## config.mk

```make
export PLATFORM = sky130hd
export DESIGN_NAME = cam_pixel_capture_flat
export DESIGN_NICKNAME = d
export VERILOG_FILES = /design/src/rtl/cam_pixel_capture_if.sv /design/src/rtl/cam_pixel_capture.sv /design/src/flat_wrapper.sv
export SDC_FILE = /design/constraint.sdc
export NUM_CORES = 1
export LEC_CHECK = 0
export ABC_CLOCK_PERIOD_IN_PS = 2400
export BUFFER_PORTS_ARGS = -buffer_cell sky130_fd_sc_hd__buf_4
export CORE_ASPECT_RATIO = 0.75
export CORE_MARGIN = 4
export CORE_UTILIZATION = 51
export DETAILED_ROUTE_END_ITERATION = 8
export PLACE_DENSITY = 0.74
export SKIP_LAST_GASP = 1
export SYNTH_ARGS = -nofsm -noshare
export SYNTH_HDL_FRONTEND = slang
export SYNTH_SLANG_ARGS = --single-unit
```

## constraint.sdc

```tcl
create_clock -name pclk -period 2.4 [get_ports pclk]
set_clock_uncertainty 0.1 [all_clocks]
set_input_delay 0.12 -clock pclk [delete_from_list [all_inputs] [get_ports pclk]]
set_output_delay 0.12 -clock pclk [all_outputs]
set_load 0.02 [all_outputs]
```

## src/rtl/cam_pixel_capture_if.sv

```systemverilog
// cam_pixel_capture_if
//   Bundles the camera pin group (vsync, href, in_dt) and the frame-buffer
//   write port (mem_addr, mem_data, mem_wr) used by cam_pixel_capture.
//   Parameters:
//     OUT_MODE  pixel format, sets the mem_data width DW (0:8, 1:12, 2:16).
//               It must match the OUT_MODE of the attached capture block.
//     ADDR_W    frame-buffer address width.
//   Modports:
//     master    camera / RAM side: drives the camera pins, sees the writes.
//     slave     capture block: reads the camera pins, drives the writes.
interface cam_pixel_capture_if #(
   parameter int OUT_MODE = 0,
   parameter int ADDR_W   = 15
);
   localparam int DW = (OUT_MODE == 0) ? 8 : (OUT_MODE == 1) ? 12 : 16;

   logic              vsync;
   logic              href;
   logic [7:0]        in_dt;
   logic [ADDR_W-1:0] mem_addr;
   logic [DW-1:0]     mem_data;
   logic              mem_wr;

   modport master (output vsync, href, in_dt, input mem_addr, mem_data, mem_wr);
   modport slave  (input vsync, href, in_dt, output mem_addr, mem_data, mem_wr);
endinterface

```

## src/rtl/cam_pixel_capture.sv

```systemverilog
// cam_pixel_capture
//   Captures an OV7670 RGB565 byte stream (two bytes per pixel) in the pclk
//   domain, converts each pixel to RGB332 / RGB444 / RGB565 and issues one
//   frame-buffer write per stored pixel. A frame is armed by capture_en at
//   the VSYNC falling edge and closed by the VSYNC rising edge.
//   Ports:
//     pclk        camera pixel clock, all logic on its rising edge
//     in_reset    synchronous active-high reset
//     capture_en  arm capture of the next frame (sampled at VSYNC fall only)
//     bus         camera pins in, registered write port out (addr/data/strobe)
//     frame_done  one-cycle pulse after a captured frame ends
//     busy        high while a frame is being captured
//     err_odd     sticky flag: a line ended on an odd byte count
module cam_pixel_capture #(
   parameter int OUT_MODE = 0,
   parameter int H_PIX    = 160,
   parameter int V_LINES  = 120,
   parameter int ADDR_W   = 15
) (
   input  logic                  pclk,
   input  logic                  in_reset,
   input  logic                  capture_en,
   cam_pixel_capture_if.slave    bus,
   output logic                  frame_done,
   output logic                  busy,
   output logic                  err_odd
);
   localparam int DW = (OUT_MODE == 0) ? 8 : (OUT_MODE == 1) ? 12 : 16;
   localparam int PW = $clog2(H_PIX + 1);
   localparam int LW = $clog2(V_LINES + 1);
   localparam logic [PW-1:0] H_MAX = PW'(H_PIX);
   localparam logic [LW-1:0] V_MAX = LW'(V_LINES);

   typedef enum logic [1:0] {IDLE, CAPTURE, DONE} state_t;

   state_t          state, state_nxt;
   logic            vsync_q, href_q;
   logic            phase;
   logic [7:0]      hi;
   logic [PW-1:0]   pix_cnt;
   logic [LW-1:0]   line_cnt;
   logic            vs_fall, vs_rise, in_win, start;
   logic [4:0]      r5, b5;
   logic [5:0]      g6;
   logic [7:0]      c332;
   logic [11:0]     c444;
   logic [15:0]     c565;
   logic [DW-1:0]   conv;

   assign vs_fall = vsync_q & ~bus.vsync;
   assign vs_rise = ~vsync_q & bus.vsync;
   assign in_win  = (pix_cnt < H_MAX) && (line_cnt < V_MAX);
   assign start   = (state == IDLE) && vs_fall && capture_en;

   // Low byte comes straight from the pin on the second byte edge.
   assign r5   = hi[7:3];
   assign g6   = {hi[2:0], bus.in_dt[7:5]};
   assign b5   = bus.in_dt[4:0];
   assign c332 = {r5[4:2], g6[5:3], b5[4:3]};
   assign c444 = {r5[4:1], g6[5:2], b5[4:1]};
   assign c565 = {r5, g6, b5};
   assign conv = (OUT_MODE == 0) ? DW'(c332) : (OUT_MODE == 1) ? DW'(c444) : DW'(c565);

   always_comb begin
      state_nxt  = state;
      frame_done = 1'b0;
      busy       = 1'b0;
      unique case (state)
         IDLE:    if (start) state_nxt = CAPTURE;
         CAPTURE: begin
            busy = 1'b1;
            if (vs_rise) state_nxt = DONE;
         end
         DONE: begin
            frame_done = 1'b1;
            state_nxt  = IDLE;
         end
         default: state_nxt = IDLE;
      endcase
   end

   always_ff @(posedge pclk) begin
      if (in_reset) begin
         state        <= IDLE;
         vsync_q      <= 1'b0;
         href_q       <= 1'b0;
         phase        <= 1'b0;
         hi           <= '0;
         pix_cnt      <= '0;
         line_cnt     <= '0;
         err_odd      <= 1'b0;
         bus.mem_addr <= '0;
         bus.mem_data <= '0;
         bus.mem_wr   <= 1'b0;
      end else begin
         state      <= state_nxt;
         vsync_q    <= bus.vsync;
         href_q     <= bus.href;
         bus.mem_wr <= 1'b0;
         // Address is shown pre-increment with its strobe and advances as
         // the strobe cycle closes.
         if (bus.mem_wr) bus.mem_addr <= bus.mem_addr + ADDR_W'(1);

         if (start) begin
            bus.mem_addr <= '0;
            pix_cnt      <= '0;
            line_cnt     <= '0;
            phase        <= 1'b0;
         end else if (state == CAPTURE) begin
            // Pixel assembly keeps running on the vsync rise edge; any half
            // pixel left over is discarded by the phase clear on next start.
            if (bus.href) begin
               if (!phase) begin
                  hi    <= bus.in_dt;
                  phase <= 1'b1;
               end else begin
                  phase <= 1'b0;
                  if (in_win) begin
                     bus.mem_wr   <= 1'b1;
                     bus.mem_data <= conv;
                  end
                  // Out-of-window pixels still count, saturating at H_PIX.
                  if (pix_cnt != H_MAX) pix_cnt <= pix_cnt + PW'(1);
               end
            end else if (href_q) begin
               // Line end; a dangling high byte is dropped and flagged.
               pix_cnt <= '0;
               if (line_cnt != V_MAX) line_cnt <= line_cnt + LW'(1);
               if (phase) begin
                  phase   <= 1'b0;
                  err_odd <= 1'b1;
               end
            end
         end
      end
   end
endmodule

```

## src/flat_wrapper.sv

```systemverilog
// flat-port wrapper written by rule: the top's interface ports become plain ports
module cam_pixel_capture_flat 
#(
   parameter int OUT_MODE = 0,
   parameter int H_PIX    = 160,
   parameter int V_LINES  = 120,
   parameter int ADDR_W   = 15
)
  (pclk, in_reset, capture_en, frame_done, busy, err_odd, bus_vsync, bus_href, bus_in_dt, bus_mem_addr, bus_mem_data, bus_mem_wr);
  cam_pixel_capture_if #(.OUT_MODE(OUT_MODE), .ADDR_W(ADDR_W)) bus_i ();
  input  logic pclk;
  input  logic in_reset;
  input  logic capture_en;
  output logic frame_done;
  output logic busy;
  output logic err_odd;
  input wire logic [$bits(bus_i.vsync)-1:0] bus_vsync;
  input wire logic [$bits(bus_i.href)-1:0] bus_href;
  input wire logic [$bits(bus_i.in_dt)-1:0] bus_in_dt;
  output wire logic [$bits(bus_i.mem_addr)-1:0] bus_mem_addr;
  output wire logic [$bits(bus_i.mem_data)-1:0] bus_mem_data;
  output wire logic [$bits(bus_i.mem_wr)-1:0] bus_mem_wr;
  assign bus_i.vsync = bus_vsync;
  assign bus_i.href = bus_href;
  assign bus_i.in_dt = bus_in_dt;
  assign bus_mem_addr = bus_i.mem_addr;
  assign bus_mem_data = bus_i.mem_data;
  assign bus_mem_wr = bus_i.mem_wr;
  cam_pixel_capture #(.OUT_MODE(OUT_MODE), .H_PIX(H_PIX), .V_LINES(V_LINES), .ADDR_W(ADDR_W)) u_core (.pclk(pclk), .in_reset(in_reset), .capture_en(capture_en), .bus(bus_i), .frame_done(frame_done), .busy(busy), .err_odd(err_odd));
endmodule
```

## Word-level counts from Yosys, hierarchy flattened

Index checks and enable logic that the tools add are counted.

| word-level totals | value |
|---|---|
| bits in registers | 53 |
| input port bits | 13 |
| output and inout port bits | 27 |
| logic and storage cells | 59 |

| operators by class | value |
|---|---|
| add/sub/neg operators | 3 |
| $lt $le $gt $ge | 2 |
| equal/unequal tests | 8 |
| mux-type cells | 13 |
| bitwise gates (word level) | 8 |
| reductions and logical operators | 14 |

Operator list:

| operator | count |
|---|---|
| $mux 8 | 4 |
| $add 15x1->15 const B | 1 |
| $reduce_and 4->1 | 3 |
| $reduce_and 5->1 | 2 |
| $add 8x1->8 const B | 1 |
| $lt 8x8->1 const B | 1 |
| $ne 2x1->1 const B | 4 |
| $ne 8x8->1 const B | 1 |
| $add 7x1->7 const B | 1 |
| $lt 7x7->1 const B | 1 |
| $ne 7x7->1 const B | 1 |
| $mux 1 | 6 |
| $not 1->1 | 6 |
| $reduce_or 5->1 | 1 |
| $mux 2 | 2 |
| $pmux 2 s2 | 1 |
| $reduce_and 2->1 | 2 |
| $logic_and 1x1->1 | 3 |
| $and 1x1->1 | 2 |
| $eq 2x1->1 const B | 1 |
| $eq 2x2->1 const B | 1 |
| $logic_not 2->1 | 1 |
| $reduce_bool 2->1 | 1 |
| $reduce_or 2->1 | 1 |

## Logic depth before layout (Yosys ltp)

Gate-level depths: netlist (run 1).

| logic depth | value |
|---|---|
| word-level depth | 6 |
| gate-level depth with buffers | 7 |
| depth with buffers taken out | 6 |

## Worst setup path after synthesis (run 1)

OpenSTA, ideal clock, no wires.

| path | value |
|---|---|
| kind | register to register |
| from | reg u_core.pix_cnt[0] |
| to | reg u_core.pix_cnt[6] |
| library setup time | 75 ps |
| arrival time | 1668 ps |
| required time | 2225 ps |
| slack | 557 ps |
| cell stages (with the launch flop) | 7 |
| buffers on the path | 0 |
| period minus slack after synthesis | 1843 ps |
| cell sequence | dfxtp_1 inv_1 ha_1 and4b_4 a211o_1 or4_1 o22ai_1 |

| between the ends | value |
|---|---|
| cells in the longest elaborated chain, start to end | 4 |
| elaborated cells between the ends (all ways) | 7 |
| those cells by class | add/sub (1); eq/ne (2); mux (3); reduce/logical (1) |

RTL lines:

| element | line | text |
|---|---|---|
| from (decl) | cam_pixel_capture.sv:40 | `logic [PW-1:0] pix_cnt;` |
| from (signal assigned) | cam_pixel_capture.sv:123 | `if (pix_cnt != H_MAX) pix_cnt <= pix_cnt + PW'(1);` |
| $add 8x1->8 | cam_pixel_capture.sv:123 |  |
| $mux 8 | cam_pixel_capture.sv:123 |  |
| $mux 8 | cam_pixel_capture.sv:113 | `if (!phase) begin` |
| $mux 8 | cam_pixel_capture.sv:112 | `if (bus.href) begin` |

Several ways; a longest one is shown, not always the timed one. The select of a mux whose other input is x is not followed.
A chain may end at the register's enable or synchronous reset.

## Worst setup path after layout (run 1)

| path | value |
|---|---|
| from | reg u_core.pix_cnt[0] |
| to | reg u_core.pix_cnt[7] |

Same word-level chain as after synthesis.

==> out/qor.txt, run 1 <==
routed length on met2 -> 2.085 mm
clock buffer depth -> 2
vias in the first global route -> 1726
clock-pin slew on the worst setup and hold paths -> 0.08 ns
run status -> finished, final reports clean
Slew @ Worst Pin -> 0.5734 ns
TritonCTS Sinks -> 51
routed wire length -> 4.711 mm
Setup Crit Path Kind -> reg2reg
Setup WS post-layout -> 0.2795 ns
synth unique cells -> 38
share of final-layout standard cells stronger than drive strength 1 -> 17.87%
per-cell via count in the routed design -> 5.364
number of nets in the synthesized netlist -> 261
CP startpoint kind -> register
top sig layer -> met4
Multi-input gate area -> 1109 um^2
total core area -> 4104 um^2
Post-Route M1 WL -> 2.339 mm
kind of path behind the tightest hold check -> in2reg
Initial Utilization -> 53.78%
largest net degree at the start of global routing -> 25
total CTS buffers -> 5
Hold Fails Final Rpt -> 0
Max-slew headroom -> 61.66%
routed vias -> 1856
storage element area -> 1021 um^2
number of storage elements in the synthesis netlist -> 51
first-pass iteration count of the detailed router -> 4
I/O pins -> 40
number of setup buffers added after CTS -> 0
worst endpoint data arrival time -> 2.25 ns
number of cells upsized or downsized after cts -> 0
worst voltage drop across the vdd grid -> 0.0004087 V
cell count after synthesis -> 243
fraction of the yosys area taken by sequential cells -> 46.26%
Post-synth EDFFs -> 0
estimated wirelength of the detail-placed design -> 3.332 mm
fill cell total of the finished layout -> 374
max-capacitance violation count -> 0
dominant register cell in the synthesized netlist -> sky130_fd_sc_hd__dfxtp_1
setup repair after global routing missed its margin -> false
endpoint type of the worst setup path -> register
commonest non-fill, non-tap cells in the layout -> sky130_fd_sc_hd__dfxtp_1, sky130_fd_sc_hd__buf_4, sky130_fd_sc_hd__nor2_1
Worst Path Required -> 2.53 ns
Pleak -> 1.113 nW
total gr overflow -> 0
wire length on met3 -> 217 um
cell chosen for the clock root -> sky130_fd_sc_hd__clkbuf_8
final period utilization -> 88.35%
syn avg cell area -> 9.083 um^2
Post-Layout Cell Count -> 346
number of hold buffers added after CTS -> 9
Avg WL per Cell -> 13.62 um
die extent in x -> 83.96 um
area growth from synthesis to layout -> 22.45%
Antenna Diode Count -> 0
total routing usage reported by global routing -> 18.31%
maximum fanout along the worst path -> 14
Max Clk Rate -> 471.6 MHz
Synthesis Warnings -> 0
maximum level of the CTS H-tree -> 2
antenna-violating nets left -> 0
DRT iter0 DRCs -> 142
number of antenna violations at the first check in global routing -> 0
placement row count -> 20
ratio of total power to cell area -> 506.3 nW/um^2
Async SR Flop Fraction -> 0%
Placer Congestion -> 0.8022
pre-CTS setup slack -> 0.3278 ns
Final setup violation count -> 0
DIE AREA -> 5455 um^2
number of buffers inserted by port buffering -> 39
global-route wire length before repair -> 8.073 mm
nets -> 310
crit path time final -> 2.120 ns
number of design rule violations left after detail routing -> 0
total count of max-transition violations in the final report -> 0
clock insertion delay at the later pin of the skew report -> 0.30 ns
TritonCTS clock tree -> yes
total negative slack for setup checks -> 0 ns
Die H -> 64.97 um
mapped cell area -> 2207 um^2
dpl cells -> 331
most common cell after layout, fill and taps aside -> sky130_fd_sc_hd__dfxtp_1
## critical path: stages, from the launching register on
cell	delay [ns]
sky130_fd_sc_hd__dfxtp_1	0.39
sky130_fd_sc_hd__inv_1	0.08
sky130_fd_sc_hd__ha_1	0.20
sky130_fd_sc_hd__and4b_4	0.19
sky130_fd_sc_hd__a211o_1	0.41
sky130_fd_sc_hd__or4_1	0.53
sky130_fd_sc_hd__o22ai_1	0.15
## cells in the mapped netlist (2+ instances only)
| master | n | area share, % |
|---|---|---|
| sky130_fd_sc_hd__nor2b_1 | 2 | 0.57 |
| sky130_fd_sc_hd__nand2_1 | 17 | 2.9 |
| sky130_fd_sc_hd__xor2_1 | 7 | 2.8 |
| sky130_fd_sc_hd__mux2i_1 | 17 | 7.7 |
| sky130_fd_sc_hd__buf_6 | 2 | 1.0 |
| sky130_fd_sc_hd__and4_1 | 2 | 0.79 |
| sky130_fd_sc_hd__nand3_1 | 10 | 2.3 |
| sky130_fd_sc_hd__xnor2_1 | 7 | 2.8 |
| sky130_fd_sc_hd__or3_1 | 4 | 1.1 |
| sky130_fd_sc_hd__clkbuf_1 | 5 | 0.85 |
| sky130_fd_sc_hd__nand4_1 | 9 | 2.6 |
| sky130_fd_sc_hd__dfxtp_1 | 51 | 46 |
| sky130_fd_sc_hd__o21ai_0 | 10 | 2.3 |
| sky130_fd_sc_hd__and3_1 | 5 | 1.4 |
| sky130_fd_sc_hd__nor3_1 | 3 | 0.68 |
| sky130_fd_sc_hd__nand2b_1 | 5 | 1.4 |
| sky130_fd_sc_hd__a21oi_1 | 16 | 3.6 |
| sky130_fd_sc_hd__inv_1 | 7 | 1.2 |
| sky130_fd_sc_hd__o22ai_1 | 2 | 0.57 |
| sky130_fd_sc_hd__nor2_1 | 34 | 5.8 |
| sky130_fd_sc_hd__or4_1 | 4 | 1.4 |
| sky130_fd_sc_hd__nor4b_1 | 2 | 0.79 |
| sky130_fd_sc_hd__ha_1 | 5 | 2.8 |
| sky130_fd_sc_hd__buf_2 | 2 | 0.45 |
| sky130_fd_sc_hd__or3_2 | 2 | 0.68 |
## logic make-up after synthesis
logic type	count (synthesis)	share of synthesized area, %
adders and majority gates	5	2.834
buffers and inverters	16	3.515
AOI/OAI and AO/OA	34	8.674
DFF	51	46.26
muxes	17	7.710
xor gates and xnor gates	14	5.556
and+or+nand+nor	106	25.45
## where the power goes
part	switching, mW	leakage (nW)	internal (mW)	total (mW)
Clock	0.255	0.0371	0.195	0.450
Sequential	0.00297	0.411	0.849	0.852
Combinational	0.0334	0.664	0.0332	0.0666
Total	0.291	1.11	1.08	1.37
## registers in the layout, indices dropped and copies added, names as in the netlist, 2 cells and up
name	flops
u_core.bus.mem_addr	15
u_core.pix_cnt	8
u_core.hi	6
u_core.line_cnt	7
u_core.state	2
u_core.bus.mem_data	8
## per-stage QoR
| step | hold slack [ns] | total power, mW | utilization [%] | area (um^2) |
|---|---|---|---|---|
| 4_1_cts | 0.03380 | 1.383 | 65.85 | 2703 |
| 5_1_grt | 0.04503 | 1.430 | 65.85 | 2703 |
| 3_5_place_dp | 0.2670 | 0.9274 | 61.89 | 2540 |
| 3_3_place_gp | 0.2569 | 0.9269 | 61.89 | 2540 |
| 2_1_floorplan | 0.1639 | 0.9013 | - | 2207 |
| 6_report | 0.03696 | 1.368 | 65.85 | 2703 |
## layer usage
layer,vias up,GRT usage (%)
met5,-,0
met4,0,7.430
met3,7,5.083
met2,36,27.28
met1,865,25.02
li1,948,-
## layout make-up
type / instances / area share, %
multi-input combinational: 176 / 41.02
clock buffer: 6 / 2.685
inverter: 7 / 0.9722
timing repair buffer: 51 / 15.00
sequential: 51 / 37.78
tap: 55 / 2.546
## path summary, 6_finish.rpt
check / from / endpoint / slack, ns / cells after the start
worst max-delay path: u_core.pix_cnt[0] / u_core.pix_cnt[7] / 0.28 / 6
worst max register to register: u_core.pix_cnt[0] / u_core.pix_cnt[7] / 0.28 / 6
worst min register to register: u_core.vsync_q / u_core.state[1] / 0.35 / 1
worst min-delay path: in_reset / u_core.href_q / 0.04 / 2
(Power assumes the default switching activity.)
==> run 2: changes to the inputs <==
--- a/config.mk
+++ b/config.mk
@@ -5,7 +5,7 @@
 export SDC_FILE = /design/constraint.sdc
 export NUM_CORES = 1
 export LEC_CHECK = 0
-export ABC_CLOCK_PERIOD_IN_PS = 2400
+export ABC_CLOCK_PERIOD_IN_PS = 2700
 export BUFFER_PORTS_ARGS = -buffer_cell sky130_fd_sc_hd__buf_4
 export CORE_ASPECT_RATIO = 0.75
 export CORE_MARGIN = 4
==> constraint.sdc (replaced) <==
create_clock -name pclk -period 2.7 [get_ports pclk]
set_clock_uncertainty 0.1 [all_clocks]
set_input_delay 0.135 -clock pclk [delete_from_list [all_inputs] [get_ports pclk]]
set_output_delay 0.135 -clock pclk [all_outputs]
set_load 0.02 [all_outputs]
==> out/qor.txt, run 2 (synthesized netlist as in run 1, its figures left out) <==
worst endpoint data arrival time -> 2.25 ns (about the same)
cell chosen for the clock root -> sky130_fd_sc_hd__clkbuf_8
die extent in x -> 83.96 um (unchanged)
placement row count -> 20 (unchanged)
Power, Total -> 1.315 mW (-3.9%)
Die H -> 64.97 um (unchanged)
estimated wirelength of the detail-placed design -> 3.369 mm (+1.1%)
register name with the most flops -> u_core.bus.mem_addr
Pleak -> 1.113 nW (about the same)
Worst Path Required -> 2.82 ns (+0.29 ns)
Hold Startpoint -> bus_vsync
CP startpoint kind -> register
reg-to-reg slack, setup -> 0.58 ns (+0.30 ns)
total gr overflow -> 0 (unchanged)
DRT iter0 DRCs -> 185 (+30%)
TritonCTS clock tree -> yes
Setup WS post-layout -> 0.5760 ns (+0.2965 ns)
Hold Fails Final Rpt -> 0 (unchanged)
I/O pins -> 40 (unchanged)
ratio of total power to cell area -> 486.0 nW/um^2 (-4.0%)
run status -> finished, final reports clean
total core area -> 4104 um^2 (unchanged)
max reg flops -> 15 (unchanged)
TritonCTS Sinks -> 51 (unchanged)
Slew @ Worst Pin -> 0.7499 ns (+0.1765 ns)
number of antenna violations at the first check in global routing -> 0 (unchanged)
total CTS buffers -> 5 (unchanged)
clock-pin slew on the worst setup and hold paths -> 0.09 ns (about the same)
routed wire length -> 4.677 mm (-0.72%)
number of setup buffers added after CTS -> 0 (unchanged)
total negative slack for setup checks -> 0 ns (unchanged)
Max-slew headroom -> 49.73% (-12 points)
maximum fanout along the worst path -> 14 (unchanged)
Avg WL per Cell -> 13.60 um (-0.14%)
Final setup violation count -> 0 (unchanged)
maximum level of the CTS H-tree -> 2 (unchanged)
kind of path behind the tightest hold check -> in2reg
Max Clk Rate -> 470.8 MHz (-0.16%)
number of buffers inserted by port buffering -> 39 (unchanged)
Finished Core Util -> 65.91% (about the same)
final period utilization -> 78.67% (-9.7 points)
clock insertion delay at the later pin of the skew report -> 0.29 ns (about the same)
endpoint of the worst hold-timing path -> u_core.vsync_q
number of cells upsized or downsized after cts -> 0 (unchanged)
number of cell instances on the worst register-to-register path -> 6 (unchanged)
number of design rule violations left after detail routing -> 0 (unchanged)
clock buffer depth -> 2 (unchanged)
area growth from synthesis to layout -> 22.56% (about the same)
total count of max-transition violations in the final report -> 0 (unchanged)
vias in the first global route -> 1640 (-5.0%)
nets -> 307 (-0.97%)
DIE AREA -> 5455 um^2 (unchanged)
Initial Utilization -> 53.78% (unchanged)
share of final-layout standard cells stronger than drive strength 1 -> 17.99% (+0.12 points)
worst hold path depth -> 2 (unchanged)
reg2reg start -> u_core.pix_cnt[0]
commonest non-fill, non-tap cells in the layout -> sky130_fd_sc_hd__dfxtp_1, sky130_fd_sc_hd__buf_4, sky130_fd_sc_hd__nor2_1
antenna-violating nets left -> 0 (unchanged)
first-pass iteration count of the detailed router -> 4 (unchanged)
crit path time final -> 2.124 ns (+0.003473 ns)
Antenna Diode Count -> 0 (unchanged)
Setup Crit Path Kind -> reg2reg
number of hold buffers added after CTS -> 7 (-2)
global-route wire length before repair -> 7.797 mm (-3.4%)
routed vias -> 1828 (-1.5%)
pre-CTS setup slack -> 0.6115 ns (+0.2837 ns)
worst voltage drop across the vdd grid -> 0.0003571 V (-13%)
worst flop-to-flop path endpoint -> u_core.pix_cnt[7]
most common cell after layout, fill and taps aside -> sky130_fd_sc_hd__dfxtp_1
Placer Congestion -> 0.8291 (+3.4%)
setup repair after global routing missed its margin -> false
total routing usage reported by global routing -> 17.48% (-0.83 points)
endpoint type of the worst setup path -> register
largest net degree at the start of global routing -> 22 (-12%)
largest registers -> u_core.bus.mem_addr: 15 flops, u_core.bus.mem_data: 8 flops, u_core.pix_cnt: 8 flops
max-capacitance violation count -> 0 (unchanged)
per-cell via count in the routed design -> 5.314 (-0.94%)
[run 2: cell count changes in the layout (fill, tap and decap cells not counted), sizes merged]
cell / change
dlygate4sd3: -2
bufinv: +1
buf: -1
[run 2: worst max-delay path by stage]
stage,start,to,slack [ns],depth (start not counted)
floorplan,u_core.pix_cnt[0],u_core.pix_cnt[6],0.86,6
global placement,u_core.pix_cnt[0],u_core.pix_cnt[7],0.70,6
detailed placement,u_core.pix_cnt[0],u_core.pix_cnt[7],0.61,6
CTS,u_core.pix_cnt[0],u_core.pix_cnt[7],0.59,6
global route,u_core.pix_cnt[0],u_core.pix_cnt[7],0.44,6
finish,u_core.pix_cnt[0],u_core.pix_cnt[7],0.58,6
[run 2: stage by stage]
stage	hold WS (ns)	cells	cell area (um^2)
2_1_floorplan	0.1789	243	2207
3_3_place_gp	0.2674	330	2532
3_5_place_dp	0.2768	330	2532
4_1_cts	0.007763	344	2705
5_1_grt	0.001524	344	2705
6_report	0.01170	344	2705
[run 2: worst max-delay path, cell delays in order (launching register included)]
cell,delay [ns]
sky130_fd_sc_hd__dfxtp_1,0.40
sky130_fd_sc_hd__inv_1,0.08
sky130_fd_sc_hd__ha_1,0.20
sky130_fd_sc_hd__and4b_4,0.19
sky130_fd_sc_hd__a211o_1,0.41
sky130_fd_sc_hd__or4_1,0.52
sky130_fd_sc_hd__o22ai_1,0.15
[run 2: final cells by class]
| type | count | area [um^2] |
|---|---|---|
| clock buffer | 6 | 72.57 |
| clock inverter | 1 | 30.03 |
| fill | 353 | 1399 |
| inverter | 7 | 26.28 |
| multi-input combinational | 176 | 1109 |
| sequential | 51 | 1021 |
| tap | 55 | 68.82 |
| timing repair buffer | 48 | 377.9 |
[run 2: report_power, final]
group	total (mW)	switching, mW	leakage (nW)	internal (mW)
logic	0.0578	0.0304	0.651	0.0273
clock network	0.499	0.227	0.0513	0.272
registers	0.758	0.00294	0.411	0.755
total	1.31	0.261	1.11	1.05
[run 2: metal layers]
layer / global-route usage (%) / vias to the layer above / wire length [um]
met3: 4.447 / 2 / 225
met1: 25.41 / 852 / 2418
met4: 3.815 / 0 / 21
li1: - / 940 / -
met5: 0 / - / 0
met2: 26.09 / 34 / 2011
